File: src/rtl/regfile_pkg.sv
// Shared constants and helpers for the multi-port register file.
package regfile_pkg;

  // Default geometry: the classic 32 x 32-bit general-purpose register file.
  localparam int DEF_DW    = 32;
  localparam int DEF_DEPTH = 32;

  // Architectural zero register index.
  localparam int ZERO_ADDR = 0;

  // Ceiling log2, usable in parameter defaults on tools that lack $clog2.
  function automatic int clog2(input int value);
    int result;
    result = 0;
    for (int k = 0; k < 31; k++) begin
      if ((1 << k) < value) begin
        result = k + 1;
      end
    end
    return result;
  endfunction

endpackage

File: src/rtl/regfile_scoreboard.sv
// Per-register busy scoreboard: issue marks a destination as having a
// pending producer, a clearing write from writeback retires it.
module regfile_scoreboard
  import regfile_pkg::*;
#(
  parameter int DEPTH    = DEF_DEPTH,
  parameter int AW       = clog2(DEPTH),
  parameter int NWR      = 2,
  parameter int ZERO_REG = 1
) (
  input  logic              clk,
  input  logic              rst_n,
  input  logic              iss_en,
  input  logic [AW-1:0]     iss_addr,
  input  logic [NWR-1:0]    wr_en,
  input  logic [NWR*AW-1:0] wr_addr,
  input  logic [NWR-1:0]    wr_clr,
  output logic [DEPTH-1:0]  busy
);

  logic [DEPTH-1:0] busy_q;
  logic [DEPTH-1:0] busy_next;

  // Clears are applied first and the issue set last, so a new producer
  // issued in the same cycle as the old one retires keeps the bit set.
  always_comb begin
    busy_next = busy_q;
    for (int j = 0; j < NWR; j++) begin
      if (wr_en[j] && wr_clr[j]) begin
        busy_next[wr_addr[j*AW +: AW]] = 1'b0;
      end
    end
    if (iss_en) begin
      busy_next[iss_addr] = 1'b1;
    end
    if (ZERO_REG != 0) begin
      busy_next[ZERO_ADDR] = 1'b0;
    end
  end

  // Busy register; reset drops every pending producer immediately.
  always_ff @(posedge clk or negedge rst_n) begin
    if (!rst_n) begin
      busy_q <= '0;
    end else begin
      busy_q <= busy_next;
    end
  end

  assign busy = busy_q;

endmodule

File: src/rtl/regfile_mp.sv
// Parametrised multi-port register file with optional zero register,
// optional write-to-read bypass and a busy scoreboard for RAW stalls.
module regfile_mp
  import regfile_pkg::*;
#(
  parameter int DW       = DEF_DW,
  parameter int DEPTH    = DEF_DEPTH,
  parameter int AW       = clog2(DEPTH),
  parameter int NRD      = 2,
  parameter int NWR      = 2,
  parameter int ZERO_REG = 1,
  parameter int BYPASS   = 1
) (
  input  logic              clk,
  input  logic              rst_n,
  input  logic [NRD*AW-1:0] rd_addr,
  output logic [NRD*DW-1:0] rd_data,
  output logic [NRD-1:0]    rd_busy,
  input  logic [NWR-1:0]    wr_en,
  input  logic [NWR*AW-1:0] wr_addr,
  input  logic [NWR*DW-1:0] wr_data,
  input  logic [NWR-1:0]    wr_clr,
  input  logic              iss_en,
  input  logic [AW-1:0]     iss_addr
);

  logic [DW-1:0]    regs [DEPTH];
  logic [DEPTH-1:0] busy;

  // True when the address names the hard-wired zero register.
  function automatic logic is_zero(input logic [AW-1:0] addr);
    return (ZERO_REG != 0) && (addr == AW'(ZERO_ADDR));
  endfunction

  regfile_scoreboard #(
    .DEPTH    (DEPTH),
    .AW       (AW),
    .NWR      (NWR),
    .ZERO_REG (ZERO_REG)
  ) u_scoreboard (
    .clk      (clk),
    .rst_n    (rst_n),
    .iss_en   (iss_en),
    .iss_addr (iss_addr),
    .wr_en    (wr_en),
    .wr_addr  (wr_addr),
    .wr_clr   (wr_clr),
    .busy     (busy)
  );

  // Storage array; ports are visited in ascending order so the highest
  // index writing an address wins.
  always_ff @(posedge clk or negedge rst_n) begin
    if (!rst_n) begin
      for (int r = 0; r < DEPTH; r++) begin
        regs[r] <= '0;
      end
    end else begin
      for (int j = 0; j < NWR; j++) begin
        if (wr_en[j] && !is_zero(wr_addr[j*AW +: AW])) begin
          regs[wr_addr[j*AW +: AW]] <= wr_data[j*DW +: DW];
        end
      end
    end
  end

  // Read muxes: array lookup, then same-cycle forwarding (highest write
  // port wins, suppressed in reset), then the zero-register override.
  always_comb begin
    rd_data = '0;
    rd_busy = '0;
    for (int i = 0; i < NRD; i++) begin
      rd_data[i*DW +: DW] = regs[rd_addr[i*AW +: AW]];
      rd_busy[i]          = busy[rd_addr[i*AW +: AW]];
      if ((BYPASS != 0) && rst_n) begin
        for (int j = 0; j < NWR; j++) begin
          if (wr_en[j] && (wr_addr[j*AW +: AW] == rd_addr[i*AW +: AW])) begin
            rd_data[i*DW +: DW] = wr_data[j*DW +: DW];
            if (wr_clr[j]) begin
              rd_busy[i] = 1'b0;
            end
          end
        end
      end
      if (is_zero(rd_addr[i*AW +: AW])) begin
        rd_data[i*DW +: DW] = '0;
        rd_busy[i]          = 1'b0;
      end
    end
  end

endmodule

File: config.mk
export PLATFORM = sky130hd
export DESIGN_NAME = regfile_mp
export DESIGN_NICKNAME = d
export VERILOG_FILES = /design/src/rtl/regfile_pkg.sv /design/src/rtl/regfile_scoreboard.sv /design/src/rtl/regfile_mp.sv
export SDC_FILE = /design/constraint.sdc
export NUM_CORES = 2
export LEC_CHECK = 0
export BUFFER_PORTS_ARGS = -buffer_cell sky130_fd_sc_hd__buf_2
export CORE_ASPECT_RATIO = 0.7
export CORE_MARGIN = 1
export CORE_UTILIZATION = 50
export CTS_BUF_LIST = sky130_fd_sc_hd__clkbuf_4 sky130_fd_sc_hd__clkbuf_8 sky130_fd_sc_hd__clkbuf_16
export DETAILED_ROUTE_END_ITERATION = 8
export HOLD_SLACK_MARGIN = 0.1
export PLACE_DENSITY = 0.69
export SYNTH_ARGS = -nofsm -noshare
export SYNTH_HDL_FRONTEND = slang
export SYNTH_SLANG_ARGS = --single-unit
File: constraint.sdc
create_clock -name clk -period 2 [get_ports clk]
set_clock_uncertainty 0.15 [all_clocks]
set_input_delay 0.2 -clock clk [delete_from_list [all_inputs] [get_ports clk]]
set_output_delay 0.2 -clock clk [all_outputs]
set_load 0.01 [all_outputs]
# ---- After elaboration in Yosys (flattened, before gate mapping)
# Cells that the tools add are included.
dict set report classes {
  div_mod_pow 0
  bitwise_logic 9
  magnitude_cmp 14
  n_shift 0
  multipliers 0
  n_eq_ne 4
  n_reduce_logical 19
  add_sub_neg 0
  muxes 47
}
# operator n
set ops {}
lappend ops {{$bwmux W1024} 2}
lappend ops {{$mux W1024} 2}
lappend ops {{$mux W32} 17}
lappend ops {{$bmux W32 S5} 2}
lappend ops {{$demux W32 S5} 2}
lappend ops {{$and A32 B32 Y32} 2}
lappend ops {{$not A32 Y32} 2}
lappend ops {{$or A32 B32 Y32} 1}
lappend ops {{$lt A5 B6 Y1 const B} 5}
lappend ops {{$ge A6 B6 Y1 const B} 4}
lappend ops {{$not A5 Y6} 4}
lappend ops {{$eq A5 B5 Y1} 4}
lappend ops {{$logic_not A5 Y1} 4}
lappend ops {{$mux W1} 17}
lappend ops {{$demux W1 S5} 3}
lappend ops {{$ge A5 B1 Y1 const B} 3}
lappend ops {{$logic_and A1 B1 Y1} 13}
lappend ops {{$lt A6 B1 Y1 const B} 2}
lappend ops {{$bmux W1 S5} 2}
lappend ops {{$logic_not A1 Y1} 2}
dict set report word_totals {
  ff_bits 1055
  mem_count 0
  rom_bits 0
  latch_bits 0
  mem_bits_rw 0
  in_bits 96
  out_inout_bits 66
}

# ---- Logic depth before layout (Yosys ltp)
dict set report logic_depth {
  word_depth 11
  depth_mapped 9
  mapped_depth_nobuf 5
}

# ---- Hierarchy
# From an unflattened synthesis, not the netlist that was laid out.
dict set report unflattened {
  cells_unflattened 6648
  hier_area_um2 67344.6
}
# module seq_area_each_um2 area_per_inst_um2 cells_each instances
set by_module_without_submodules {}
lappend by_module_without_submodules {regfile_mp 25624.6 65630.4 6493 1}
lappend by_module_without_submodules {regfile_scoreboard 775.7 1714.1 155 1}

# ---- Worst setup path before layout
# OpenSTA, ideal clock, no wires.
dict set report synth_timing {
  kind {in2out}
  start {in rd_addr[0]}
  end {out rd_busy[0]}
  required_time_ns 1.650
  arrival_ns 1.864
  path_buffers 2
  path_slack_ns -0.214
  cell_stages 7
  cell_sequence {buf_4 buf_6 mux4_2 inv_1 a221oi_1 a211oi_1 a2111oi_0}
}
dict set report synth_between {
  elab_chain_len 8
  word_cells_on_any_way 13
  cone_classes {2 x eq/ne; 8 x mux; 3 x reduce/logical}
}
# element line
set synth_rtl {}
lappend synth_rtl {{start: declaration} regfile_mp.sv:16} ;# input logic [NRD*AW-1:0] rd_addr,
lappend synth_rtl {{$bmux W1 S5} regfile_mp.sv:74} ;# rd_busy[i] = busy[rd_addr[i*AW +: AW]];
lappend synth_rtl {{$mux W1 (not written as such)} regfile_mp.sv:74}
lappend synth_rtl {{$mux W1} regfile_mp.sv:79} ;# if (wr_clr[j]) begin
lappend synth_rtl {{$mux W1} regfile_mp.sv:77} ;# if (wr_en[j] && (wr_addr[j*AW +: AW] == rd_addr[i*AW +: AW])) begin
lappend synth_rtl {{$mux W1} regfile_mp.sv:79}
lappend synth_rtl {{$mux W1} regfile_mp.sv:77}
lappend synth_rtl {{$mux W1} regfile_mp.sv:75} ;# if ((BYPASS != 0) && rst_n) begin
lappend synth_rtl {{$mux W1 (*)} regfile_mp.sv:85} ;# if (is_zero(rd_addr[i*AW +: AW])) begin
lappend synth_rtl {{end: declaration} regfile_mp.sv:18} ;# output logic [NRD-1:0] rd_busy,
# Mark *: on every way between the ends. The rest lies on a longest branch, timed or not. The select of a mux whose other input is x is not followed.

# ---- Worst setup path in the final report
dict set report layout_timing {
  start {reg regs[929] (netlist name)}
  end {out rd_data[33]}
}
dict set report layout_between {
  elab_chain_len 7
}
# element line
set layout_rtl {}
lappend layout_rtl {{start: declaration} regfile_mp.sv:27} ;# logic [DW-1:0] regs [DEPTH];
lappend layout_rtl {{start signal: indexed assignment} regfile_mp.sv:61} ;# regs[wr_addr[j*AW +: AW]] <= wr_data[j*DW +: DW];
lappend layout_rtl {{$bmux W32 S5 (*)} regfile_mp.sv:73} ;# rd_data[i*DW +: DW] = regs[rd_addr[i*AW +: AW]];
lappend layout_rtl {{$mux W32 (not written as such) (*) (2 in series)} regfile_mp.sv:73}
lappend layout_rtl {{$mux W32 (2 in series)} regfile_mp.sv:77}
lappend layout_rtl {{$mux W32 (*)} regfile_mp.sv:75}
lappend layout_rtl {{$mux W32 (*)} regfile_mp.sv:85}
lappend layout_rtl {{end: declaration} regfile_mp.sv:17} ;# output logic [NRD*DW-1:0] rd_data,
# Marked as above.

==> impl_metrics.yaml <==
status:
  violations: "negative setup slack"
  status: "complete, but fails checks"
synthesis:
  ys.flop_type: "dfrtp_1"
  synth_area_um2: 66900
  synth_seq_cells: 1055
  async_flop_share: 1.00
  synth_cell_types: 54
  syn_nets: 6413
  yosys_warnings: 0
  synth-edff-count: 0
  yosysMostFrequentCell: "dfrtp_1"
  netlist_top_cells_area: "dfrtp_1, mux4_2, mux2i_1"
  synth_common_cells: "dfrtp_1, mux2i_1, nand2_1, o21ai_0, clkbuf_1"
  syn_inst: 6317
  synth_top_area_frac: 0.395
  synth_area_leader_cell: "dfrtp_1"
  ys_seq_area_frac: 0.395
  synth_area_per_cell_um2: 10.6
pwr:
  switchingPower_w: 0.0243
  pwr-share-clk: 0.290
  p_leak_nw: 34.2
  finalPower_w: 0.0766
  power_density_nw_per_um2: 923
  switching_share: 0.317
  vdd_ir_drop_max_v: 0.000767
  power_frac_seq: 0.411
  power.internal_w: 0.0523
  combPwrFrac: 0.298
routing:
  drtAntennaViolNets: 0
  vias: 60200
  wl_per_cell_um: 32.7
  drt_wl_total_um: 282000
  viasPerCell: 6.99
  drt_iter0_markers: 9400
  drtPass1Iterations: 6
  drc: 0
flow_run:
  drv_cap: 0
placed_design:
  io_buffer_count: 161
  hpwl_um: 182000
  gp_congestion: 0.999
  dp_slack_ns: -0.924
  place_area_um2: 76200
finish:
  drive_gt1_frac: 0.310
  fin_util: 0.630
  fin_nets: 6870
  areaGrowthSynthToFinish_pct: 24.1
  post-route-cell-area_um2: 83000
clock_network:
  cts_tree: "built"
  clk_latency_ns: 0.76
  htreeDepth: 3
  cts.sinks: 1055
  clkSlewWorstSetupHoldPaths_ns: 0.06
  clock_path_buffers: 3
  clockRootBuffer: "clkbuf_16"
  cts_buffers: 107
global_route:
  grt_max_degree: 161
  grt-ovfl-total: 0
  grt_pass1_wl_um: 405000
  antenna_found_initial: 11
  track_usage: 0.410
  grt_pass1_vias: 58600
timing:
  worstMarginPinSlew_ns: 1.27
  drv_slew: 0
  report.final.hold_viol_count: 0
  maxSlewHeadroom: 0.152
  min_period_ns: 3.02
  rsz0062_at_grt: "yes"
  fin_crit_sh: 1.51
  setup_viol: 66
  worst_slack_ns: -1.02
  max_freq_ghz: 0.331
critical_path:
  critical_path_arrival_ns: 2.67
  required_ns: 1.65
  end_kind: "primary output"
  critical_path.max_fanout: 3
  path_class: "flop to primary output"
  cp-start-kind: "flop"
floorplan:
  fp.dieArea_um2: 135000
  die_y_um: 308
  start_util: 0.507
  die_w_um: 439
  rows: 111
  pin_count: 162
  core_um2: 132000
hold_path:
  hold_path_class: "input pin to flop"
final cells by class:
type	instances	area, µm²
diodes	7	17.5
flip-flops and latches	1055	26400
multi-input cells	4397	38300
well taps	1751	2190
clock inverters	45	633
fillers	9926	48800
repair buffers	1178	12100
inverters	35	131
clock buffers	147	3130
path summary, 6_finish.rpt:
path,slack [ns],startpoint,cells after the start,endpoint
max,-1.02,regs[929],6,rd_data[33]
min,0.09,wr_addr[4],6,u_scoreboard.busy[6]
max reg2reg,0.41,regs[982],4,regs[982]
min reg2reg,0.25,regs[1011],0,regs[1011]
max in group asynchronous,0.18,rst_n,5,regs[938]
min in group asynchronous,0.18,rst_n,4,regs[440]
per-layer routing:
| metal | wire length, µm | track usage |
|---|---|---|
| met1 | 102000 | 0.541 |
| met2 | 115000 | 0.560 |
| met3 | 45900 | 0.171 |
| met4 | 19100 | 0.244 |
| met5 | 121 | 0.00538 |
cell usage in the layout (no fill, tap or decap), types with 15 or more instances in the layout:
cell              n
buf_12          239
a32oi_1          35
inv_1            34
mux2_2           26
mux4_2          527
a32o_2           26
o21ai_0         564
nand2_1         665
buf_4           634
clkbuf_4         19
nor3_2           18
o221ai_1         27
buf_6            65
nor2_4           42
o2bb2ai_1        32
nor2_1          396
dlygate4sd3_1   110
nor3_1           48
dfrtp_1        1054
nor2b_1          17
a31oi_1          37
clkinv_2         20
mux2i_1        1000
a211oi_1         15
a21oi_1         386
o22ai_2          43
a211oi_2         40
clkbuf_8         19
nor2b_4          17
xnor2_1          19
o21ai_1         110
clkbuf_16       111
nand3b_1         15
o22ai_1         108
buf_2           121
metrics by stage:
stage	setup TNS, ns	cells	hold slack (ns)
finish	-54.66	8615	0.0904
global route	-56.95	8611	0.114
CTS	-55.13	8587	0.102
detailed placement	-135.45	8279	0.234
global placement	-109.33	8279	0.228
floorplan	-5.59	6317	-0.246
worst max-delay path, stage by stage (launching register included):
cell and delay, ns:
dfrtp_1 0.40, mux4_2 0.48, nor2b_4 0.15, a211oi_2 0.23, nor3_2 0.10, a32o_2 0.38
buf_6 0.16
registers in the layout (all words and copies together) (netlist names):
name / count
u_scoreboard.busy: 31
regs: 1024
power groups by stage:
stage          Combinational, W  Sequential, W  Clock, W
6_report                 0.0228         0.0315    0.0222
5_1_grt                  0.0242         0.0319    0.0230
4_1_cts                  0.0220         0.0311    0.0222
3_5_place_dp             0.0205         0.0313         0
3_3_place_gp             0.0197         0.0309         0
2_1_floorplan            0.0136         0.0298         0
what timing repair did:
action / in CTS / in global routing
endpoints found under the hold margin: 1475 / 0
pin swaps: 114 / 43
gates cloned: 0 / 2
setup buffers: 29 / 20
resized for setup: 289 / 89
hold buffers: 113 / 0
setup endpoints to repair: 66 / 78
cells by family (layout without fill, tap and decap cells):
| group | after synthesis | in the layout | synth area share |
|---|---|---|---|
| multiplexers | 1582 | 1582 | 0.336 |
| XOR/XNOR | 20 | 20 | 0.00262 |
| AND/OR/NAND/NOR | 1310 | 1310 | 0.0818 |
| buffers and inverters | 865 | 1405 | 0.0590 |
| flip-flops | 1055 | 1055 | 0.395 |
| other | 0 | 7 | 0 |
| AO/OA/AOI/OAI | 1485 | 1485 | 0.126 |
Note: power is estimated with default switching activity, not from simulation.
